$ cat config.mk
export PLATFORM = sky130hd
export DESIGN_NAME = csi2_pkt_parser_flat
export DESIGN_NICKNAME = d
export VERILOG_FILES = /design/src/rtl/csi2_pkt_parser_if.sv /design/src/rtl/csi2_pkt_parser.sv /design/src/flat_wrapper.sv
export SDC_FILE = /design/constraint.sdc
export NUM_CORES = 1
export LEC_CHECK = 0
export CAP_MARGIN = 30
export CORE_ASPECT_RATIO = 0.9
export CORE_MARGIN = 2
export CORE_UTILIZATION = 53
export CTS_CLUSTER_DIAMETER = 120
export CTS_CLUSTER_SIZE = 12
export DETAILED_ROUTE_END_ITERATION = 10
export PLACE_DENSITY = 0.79
export SLEW_MARGIN = 20
export SYNTH_ARGS = -nofsm -noshare
export SYNTH_HDL_FRONTEND = slang
export SYNTH_SLANG_ARGS = --single-unit
$ cat constraint.sdc
create_clock -name clk_50m -period 2.7 [get_ports clk_50m]
set_clock_uncertainty 0.15 [all_clocks]
set_input_delay 0.405 -clock clk_50m [delete_from_list [all_inputs] [get_ports clk_50m]]
set_output_delay 0.405 -clock clk_50m [all_outputs]
set_load 0.02 [all_outputs]
$ cat src/rtl/csi2_pkt_parser_if.sv
// rtl/csi2_pkt_parser_if.sv - byte stream into and payload stream out of the CSI-2 packet parser
interface csi2_pkt_parser_if;
  logic       s_valid;
  logic [7:0] s_data;
  logic       s_sot;
  logic       s_eot;
  logic       m_valid;
  logic [7:0] m_data;
  logic       m_sol;
  logic       m_eol;

  modport master (
    output s_valid, s_data, s_sot, s_eot,
    input  m_valid, m_data, m_sol, m_eol
  );

  modport slave (
    input  s_valid, s_data, s_sot, s_eot,
    output m_valid, m_data, m_sol, m_eol
  );
endinterface

$ cat src/rtl/csi2_pkt_parser.sv
// rtl/csi2_pkt_parser.sv - CSI-2 header decode, payload forwarding, FS/FE and line/frame counting; payload CRC check when CSI2_CRC_CHECK_EN is defined
module csi2_pkt_parser #(
  parameter logic [1:0]  VC_ID  = 2'd0,
  parameter logic [15:0] MAX_WC = 16'd8192
) (
  input  logic               clk_50m,
  input  logic               rst,
  csi2_pkt_parser_if.slave   bus,
  output logic [5:0]         dt,
  output logic [15:0]        wc,
  output logic               fs_pulse,
  output logic               fe_pulse,
  output logic [15:0]        line_cnt,
  output logic [15:0]        frame_cnt,
  output logic               err_len,
  output logic               err_crc
);

  localparam logic [2:0] IDLE     = 3'd0;
  localparam logic [2:0] HDR_WC0  = 3'd1;
  localparam logic [2:0] HDR_WC1  = 3'd2;
  localparam logic [2:0] HDR_ECC  = 3'd3;
  localparam logic [2:0] PAYLOAD  = 3'd4;
  localparam logic [2:0] CRC0     = 3'd5;
  localparam logic [2:0] CRC1     = 3'd6;
  localparam logic [2:0] WAIT_EOT = 3'd7;

  logic [2:0]  state_q;
  logic [7:0]  di_q;
  logic [15:0] wc_q;
  logic [15:0] cnt_q;
  logic        sol_q;
  logic        m_valid_q;
  logic [7:0]  m_data_q;
  logic        m_sol_q;
  logic        m_eol_q;

  assign bus.m_valid = m_valid_q;
  assign bus.m_data  = m_data_q;
  assign bus.m_sol   = m_sol_q;
  assign bus.m_eol   = m_eol_q;

  // Packet FSM: one accepted byte per cycle; pulses clear every cycle unless re-asserted.
  always_ff @(posedge clk_50m) begin
    if (rst) begin
      state_q   <= IDLE;
      di_q      <= 8'd0;
      wc_q      <= 16'd0;
      cnt_q     <= 16'd0;
      sol_q     <= 1'b0;
      m_valid_q <= 1'b0;
      m_data_q  <= 8'd0;
      m_sol_q   <= 1'b0;
      m_eol_q   <= 1'b0;
      dt        <= 6'd0;
      wc        <= 16'd0;
      fs_pulse  <= 1'b0;
      fe_pulse  <= 1'b0;
      line_cnt  <= 16'd0;
      frame_cnt <= 16'd0;
      err_len   <= 1'b0;
    end else begin
      m_valid_q <= 1'b0;
      m_sol_q   <= 1'b0;
      m_eol_q   <= 1'b0;
      fs_pulse  <= 1'b0;
      fe_pulse  <= 1'b0;
      err_len   <= 1'b0;
      if (bus.s_valid) begin
        if (bus.s_sot) begin
          // A new burst always restarts header capture; abandoning a live packet is an error.
          err_len <= (state_q != IDLE) && (state_q != WAIT_EOT);
          di_q    <= bus.s_data;
          state_q <= HDR_WC0;
        end else begin
          case (state_q)
            HDR_WC0: begin
              wc_q[7:0] <= bus.s_data;
              if (bus.s_eot) begin
                err_len <= 1'b1;
                state_q <= IDLE;
              end else begin
                state_q <= HDR_WC1;
              end
            end
            HDR_WC1: begin
              wc_q[15:8] <= bus.s_data;
              if (bus.s_eot) begin
                err_len <= 1'b1;
                state_q <= IDLE;
              end else begin
                state_q <= HDR_ECC;
              end
            end
            HDR_ECC: begin
              if (di_q[7:6] != VC_ID) begin
                state_q <= bus.s_eot ? IDLE : WAIT_EOT;
              end else if (di_q[5:0] < 6'h10) begin
                if (di_q[5:0] == 6'h00) begin
                  fs_pulse <= 1'b1;
                  line_cnt <= 16'd0;
                end
                if (di_q[5:0] == 6'h01) begin
                  fe_pulse  <= 1'b1;
                  frame_cnt <= frame_cnt + 16'd1;
                end
                state_q <= bus.s_eot ? IDLE : WAIT_EOT;
              end else begin
                dt    <= di_q[5:0];
                wc    <= wc_q;
                cnt_q <= wc_q;
                sol_q <= 1'b1;
                if (wc_q > MAX_WC) begin
                  err_len <= 1'b1;
                  state_q <= bus.s_eot ? IDLE : WAIT_EOT;
                end else if (bus.s_eot) begin
                  // Long packet ended before its payload/footer arrived.
                  err_len <= 1'b1;
                  state_q <= IDLE;
                end else begin
                  state_q <= (wc_q == 16'd0) ? CRC0 : PAYLOAD;
                end
              end
            end
            PAYLOAD: begin
              m_valid_q <= 1'b1;
              m_data_q  <= bus.s_data;
              m_sol_q   <= sol_q;
              sol_q     <= 1'b0;
              cnt_q     <= cnt_q - 16'd1;
              if (bus.s_eot) begin
                // Truncated line: the byte is still forwarded but never marked as end of line.
                err_len <= 1'b1;
                state_q <= IDLE;
              end else if (cnt_q == 16'd1) begin
                m_eol_q  <= 1'b1;
                line_cnt <= line_cnt + 16'd1;
                state_q  <= CRC0;
              end
            end
            CRC0: begin
              if (bus.s_eot) begin
                err_len <= 1'b1;
                state_q <= IDLE;
              end else begin
                state_q <= CRC1;
              end
            end
            CRC1:     state_q <= bus.s_eot ? IDLE : WAIT_EOT;
            WAIT_EOT: if (bus.s_eot) state_q <= IDLE;
            default:  state_q <= IDLE;
          endcase
        end
      end
    end
  end

`ifdef CSI2_CRC_CHECK_EN
  logic [15:0] crc_q;
  logic [7:0]  crc_lo_q;
  logic        err_crc_q;

  // CRC-16 x^16+x^12+x^5+1 in reflected form, so data bits enter LSB first.
  function automatic logic [15:0] crc16_byte(input logic [15:0] c, input logic [7:0] d);
    logic [15:0] r;
    r = c;
    for (int i = 0; i < 8; i++) begin
      if (r[0] ^ d[i]) r = (r >> 1) ^ 16'h8408;
      else             r = r >> 1;
    end
    return r;
  endfunction

  // Payload CRC: reseeded on every header, accumulated over payload, compared on the second footer byte.
  always_ff @(posedge clk_50m) begin
    if (rst) begin
      crc_q     <= 16'hFFFF;
      crc_lo_q  <= 8'd0;
      err_crc_q <= 1'b0;
    end else begin
      err_crc_q <= 1'b0;
      if (bus.s_valid && !bus.s_sot) begin
        case (state_q)
          HDR_ECC: crc_q     <= 16'hFFFF;
          PAYLOAD: crc_q     <= crc16_byte(crc_q, bus.s_data);
          CRC0:    crc_lo_q  <= bus.s_data;
          CRC1:    err_crc_q <= (crc_q != {bus.s_data, crc_lo_q});
          default: ;
        endcase
      end
    end
  end

  assign err_crc = err_crc_q;
`else
  assign err_crc = 1'b0;
`endif

endmodule

$ cat src/flat_wrapper.sv
// flat-port wrapper written by rule: the top's interface ports become plain ports
module csi2_pkt_parser_flat 
#(
  parameter logic [1:0]  VC_ID  = 2'd0,
  parameter logic [15:0] MAX_WC = 16'd8192
)
  (clk_50m, rst, dt, wc, fs_pulse, fe_pulse, line_cnt, frame_cnt, err_len, err_crc, bus_s_valid, bus_s_data, bus_s_sot, bus_s_eot, bus_m_valid, bus_m_data, bus_m_sol, bus_m_eol);
  csi2_pkt_parser_if bus_i ();
  input  logic clk_50m;
  input  logic rst;
  output logic [5:0] dt;
  output logic [15:0] wc;
  output logic fs_pulse;
  output logic fe_pulse;
  output logic [15:0] line_cnt;
  output logic [15:0] frame_cnt;
  output logic err_len;
  output logic err_crc;
  input wire logic [$bits(bus_i.s_valid)-1:0] bus_s_valid;
  input wire logic [$bits(bus_i.s_data)-1:0] bus_s_data;
  input wire logic [$bits(bus_i.s_sot)-1:0] bus_s_sot;
  input wire logic [$bits(bus_i.s_eot)-1:0] bus_s_eot;
  output wire logic [$bits(bus_i.m_valid)-1:0] bus_m_valid;
  output wire logic [$bits(bus_i.m_data)-1:0] bus_m_data;
  output wire logic [$bits(bus_i.m_sol)-1:0] bus_m_sol;
  output wire logic [$bits(bus_i.m_eol)-1:0] bus_m_eol;
  assign bus_i.s_valid = bus_s_valid;
  assign bus_i.s_data = bus_s_data;
  assign bus_i.s_sot = bus_s_sot;
  assign bus_i.s_eot = bus_s_eot;
  assign bus_m_valid = bus_i.m_valid;
  assign bus_m_data = bus_i.m_data;
  assign bus_m_sol = bus_i.m_sol;
  assign bus_m_eol = bus_i.m_eol;
  csi2_pkt_parser #(.VC_ID(VC_ID), .MAX_WC(MAX_WC)) u_core (.clk_50m(clk_50m), .rst(rst), .bus(bus_i), .dt(dt), .wc(wc), .fs_pulse(fs_pulse), .fe_pulse(fe_pulse), .line_cnt(line_cnt), .frame_cnt(frame_cnt), .err_len(err_len), .err_crc(err_crc));
endmodule
==> impl_metrics.toml, run 1 <==
[run_status]
outcome = "finished, final reports clean"

[timing]
whs_ps = 315
setup_viol = 0
slew_viol_final = 0
final.setup.tns_ps = 0
slew_headroom = 0.562
rsz0062_at_grt = "false"
hold_viol = 0
period_minus_slack_ps = 2470
fmax_mhz = 405
min_period_over_period = 0.915
tightestPinTransition_ps = 657

[synthesis]
ys_seq_elements = 112
synth_area_um2 = 5070
ys_types = 62
ys_seq_area_frac = 0.442
synth-edff-count = 0
yosys_most_used_dff = "dfxtp_1"
synth_top_area_share = 0.442
syn_nets = 652
yosys_warnings = 0
synth_cells = 635
syn_avg_cell_area_um2 = 7.98
ys_top_cells_by_area = "dfxtp_1, nand2_1, a21oi_1, nor2_1, nand3_1"
async_reset_ff_frac = 0
synth_top_cell_by_area = "dfxtp_1"
synthMostInstantiatedCell = "nand2_1"
synth_common_cells = "nand2_1, dfxtp_1, a21oi_1"

[worst_setup_path]
reg2regPathDepth = 6
crit_path_end_kind = "flop"
critPathMaxFanout = 14
crit_required_ps = 2850
arrival_ps = 2620
rr_endpoint = "u_core.cnt_q[10]"
crit_type = "flop to flop"
cp-start-kind = "flop"
r2r_start = "u_core.state_q[1]"
r2r_slack_ps = 230
cp-startpoint = "u_core.state_q[1]"
worstSetupEndpoint = "u_core.cnt_q[10]"

[power]
powerDensity_nw_per_um2 = 441
ir_drop_mv = 0.434
leakagePower_nw = 2.17

[clock_tree]
cts_sinks = 112
h-tree-depth = 3
tritoncts = "built"
cts_buffers = 9
cts_root_buffer = "clkbuf_8"
post_cts_resized = 0
clk_path_buf_depth = 2
clkTransAtPathRegs_ps = 110
cts_hold_buf = 0
cts_setup_buffers = 0
clk_latency_ps = 390

[die]
start_util = 0.550
rows = 33
die_w_um = 107
ioPinCount = 82
coreArea_um2 = 9210
die_area_um2 = 10400
die_h_um = 96.8

[place]
hpwl_um = 9840
io_buffers = 80
place_congestion = 0.921

[global_routing]
grt_max_degree = 69
grt_pass1_vias = 4620
antenna_found_initial = 0
grt_overflow_total = 0
grt_pass1_wl_um = 22700
grt_usage = 0.271

[job]
maxCapViolations = 0

[detailed_routing]
viasPerCell = 5.86
drc = 0
vias = 4941
ant_nets = 0
wirelength_um = 13700
dr.pass1.iters = 5
routedWlPerCell_um = 16.3
first_iter_violations = 305

[finish]
fin_nets = 733
diodes = 0
area_delta_synth_final_pct = 24.0
layout-drive-gt1-share = 0.0735

[hold_path]
min_path_type = "flop to flop"
worst min-delay path by stage:
stage                     slack, ps     startpoint               end  cells after the start
after floorplan                 280   u_core.sol_q  u_core.bus.m_sol                      1
after global placement          290   u_core.sol_q  u_core.bus.m_sol                      1
after detailed placement        300   u_core.wc[8]      u_core.wc[8]                      2
after CTS                       310   u_core.wc[8]      u_core.wc[8]                      2
after global routing            330   u_core.wc[8]      u_core.wc[8]                      2
final                           320  u_core.wc[13]     u_core.wc[13]                      2
logic make-up (layout without fill, tap and decap cells):
group | count (synthesis) | count (layout) | share of synthesized area
buffers and inverters | 50 | 136 | 0.0388
adder cells (fa/ha/maj) | 4 | 4 | 0.00988
flip-flops | 112 | 112 | 0.442
multiplexers | 11 | 11 | 0.0220
AO/OA/AOI/OAI | 143 | 143 | 0.159
other | 1 | 1 | 0.000740
AND/OR/NAND/NOR | 298 | 298 | 0.300
XOR/XNOR | 16 | 16 | 0.0277
flip-flops by register name, indices dropped and copies added (netlist names), 3 cells and up:
| signal | flops |
|---|---|
| u_core.cnt_q | 16 |
| u_core.frame_cnt | 16 |
| u_core.line_cnt | 16 |
| u_core.wc | 16 |
| u_core.wc_q | 16 |
| u_core.bus.m_data | 8 |
| u_core.di_q | 8 |
| u_core.dt | 6 |
| u_core.state_q | 3 |
report_power, final:
group	switching (W)	total, W	leakage [nW]	internal [W]
clock	0.000600	0.000952	0.0896	0.000352
combinational	0.0000878	0.000144	1.18	0.0000566
sequential	0.0000145	0.00168	0.903	0.00166
worst max-delay path: stages (launching register included):
cell and delay [ps]:
dfxtp_1 640, nand4bb_1 260, o31ai_1 440, and2_1 440, buf_4 210, nand2_1 80
o22ai_1 180
layer usage:
layer	global-route usage	vias to the layer above	wire [µm]
met5	0	-	0
met4	0.0669	0	153
met3	0.0620	16	985
met2	0.423	180	6390
met1	0.380	2363	6200
li1	-	2382	-
cell usage in the layout, fill, tap and decap left out, types with 15 or more instances in the layout:
master,instances
xnor2_1,15
a21oi_1,81
dfxtp_1,112
nand3_1,28
nor3_1,19
o21ai_0,24
buf_4,25
nor2_1,44
nand2_1,123
clkdlybuf4s50_1,79
metrics by stage:
stage / std cells / area, µm² / power (W) / util / worst slack [ps]
after floorplan: 635 / 5070 / 0.00179 / - / 665
after global routing: 843 / 6280 / 0.00287 / 0.682 / 6.75
after detailed placement: 827 / 6110 / 0.00185 / 0.663 / 161
after CTS: 843 / 6280 / 0.00279 / 0.682 / 288
after global placement: 827 / 6110 / 0.00185 / 0.663 / 206
final: 843 / 6280 / 0.00277 / 0.682 / 229
cell type report:
class                           instances  area, µm²
Clock inverter                          6       50.0
Tap cell                              122        153
Timing Repair Buffer                  107       1020
Multi-Input combinational cell        473       2640
Clock buffer                           10        128
Fill cell                             751       2920
Sequential cell                       112       2240
Inverter                               13       48.8
Power figures use the tool's default switching activity.
==> run 2, diff against run 1 <==
CORE_ASPECT_RATIO = default   (was 0.9)
==> run 2 against run 1 <==
Effect of this change:
- flip-flop and latch count stayed put
- design area is 0.12% lower
- largest power group unchanged
- wire length is 5.1% lower
- critical path depth stayed put
- combinational power is 6% lower
==> impl_metrics.toml, run 2 (synthesized netlist as in run 1, its figures left out) <==
[clock_tree]
clkTransAtPathRegs_ps = 110
cts_root_buffer = "clkbuf_8"
clk_path_buf_depth = 2
post_cts_resized = 0
cts_setup_buffers = 0
cts_buffers = 9
tritoncts = "built"
cts_hold_buf = 0
clk_latency_ps = 370
h-tree-depth = 3
cts_sinks = 112

[detailed_routing]
ant_nets = 0
dr.pass1.iters = 5
routedWlPerCell_um = 15.4
first_iter_violations = 288
drc = 0
vias = 4905
wirelength_um = 13000
viasPerCell = 5.80

[timing]
period_minus_slack_ps = 2480
hold_viol = 0
fmax_mhz = 404
slew_viol_final = 0
setup_viol = 0
rsz0062_at_grt = "false"
tightestPinTransition_ps = 638
min_period_over_period = 0.918
fin_ws_ps = 222
final.setup.tns_ps = 0
slew_headroom = 0.574

[global_routing]
grt_overflow_total = 0
grt_pass1_vias = 4492
antenna_found_initial = 0
grt_max_degree = 48
grt_pass1_wl_um = 21100
grt_usage = 0.253

[run_status]
outcome = "finished, final reports clean"

[worst_setup_path]
crit_path_end_kind = "flop"
crit_type = "flop to flop"
cp_slowest_cell = "or3b_1"
cp-start-kind = "flop"
path_cells = "or3b_1, buf_4, o31ai_1, nand2_1, o21ai_0, a21oi_1"
crit_required_ps = 2780
arrival_ps = 2560
critPathMaxFanout = 25
cp_slowest_stage_delay_ps = 500

[power]
leakagePower_nw = 2.16
ir_drop_mv = 0.307
powerDensity_nw_per_um2 = 453

[finish]
multiInputGateArea_um2 = 2640
layout_common_cells = "nand2_1, dfxtp_1, a21oi_1, clkdlybuf4s50_1, nor2_1"
fin_nets = 729
final_common_cell = "nand2_1"
diodes = 0
area_delta_synth_final_pct = 23.9
seq_area_um2 = 2240
fillCellCount = 775
layout-drive-gt1-share = 0.0697

[die]
die_w_um = 102
ioPinCount = 82
die_h_um = 102
start_util = 0.548
coreArea_um2 = 9240
die_area_um2 = 10400
rows = 35

[place]
pre_cts_ws_ps = 193
hpwl_um = 9320
place_congestion = 0.921
io_buffers = 80

[job]
maxCapViolations = 0

[hold_path]
min_path_type = "flop to flop"
[run 2: routing by layer]
layer,global-route usage,share of wire
met3,0.0455,0.060
met4,0.0696,0.017
met5,0,0
met2,0.426,0.49
met1,0.333,0.43
[run 2: path summary, 6_finish.rpt]
check               startpoint          endpoint  slack (ps)  cells past startpoint
max          u_core.state_q[0]  u_core.cnt_q[13]         220                      6
max reg2reg  u_core.state_q[0]  u_core.cnt_q[13]         220                      6
min               u_core.wc[4]      u_core.wc[4]         310                      2
min reg2reg       u_core.wc[4]      u_core.wc[4]         310                      2
[run 2: area by class of cell]
| class | count | area share |
|---|---|---|
| well taps | 129 | 0.0257 |
| clock inverters | 7 | 0.0128 |
| inverters | 13 | 0.00778 |
| multi-input cells | 473 | 0.420 |
| repair buffers | 103 | 0.156 |
| flip-flops and latches | 112 | 0.357 |
| clock buffers | 9 | 0.0197 |
[run 2: through the flow]
| stage | hold WS [ps] | util | cell area (µm²) | instances | total power (W) |
|---|---|---|---|---|---|
| 2_1_floorplan | 281 | - | 5070 | 635 | 0.00179 |
| 3_3_place_gp | 289 | 0.657 | 6070 | 830 | 0.00185 |
| 3_5_place_dp | 295 | 0.657 | 6070 | 830 | 0.00185 |
| 4_1_cts | 314 | 0.679 | 6280 | 846 | 0.00285 |
| 5_1_grt | 335 | 0.679 | 6280 | 846 | 0.00292 |
| 6_report | 311 | 0.679 | 6280 | 846 | 0.00285 |
[run 2: worst max-delay path, delay by kind of cell (launching register included)]
kind | cells | cell delay [ps]
compound gates | 3 | 600
buf+inv | 1 | 250
flops | 1 | 470
simple gates | 2 | 880
[run 2: where the power goes]
part	total, W	switching (W)	internal [W]
clock network	0.00103	0.000592	0.000439
logic	0.000135	0.0000829	0.0000524
registers	0.00168	0.0000170	0.00166
total	0.00285	0.000692	0.00215
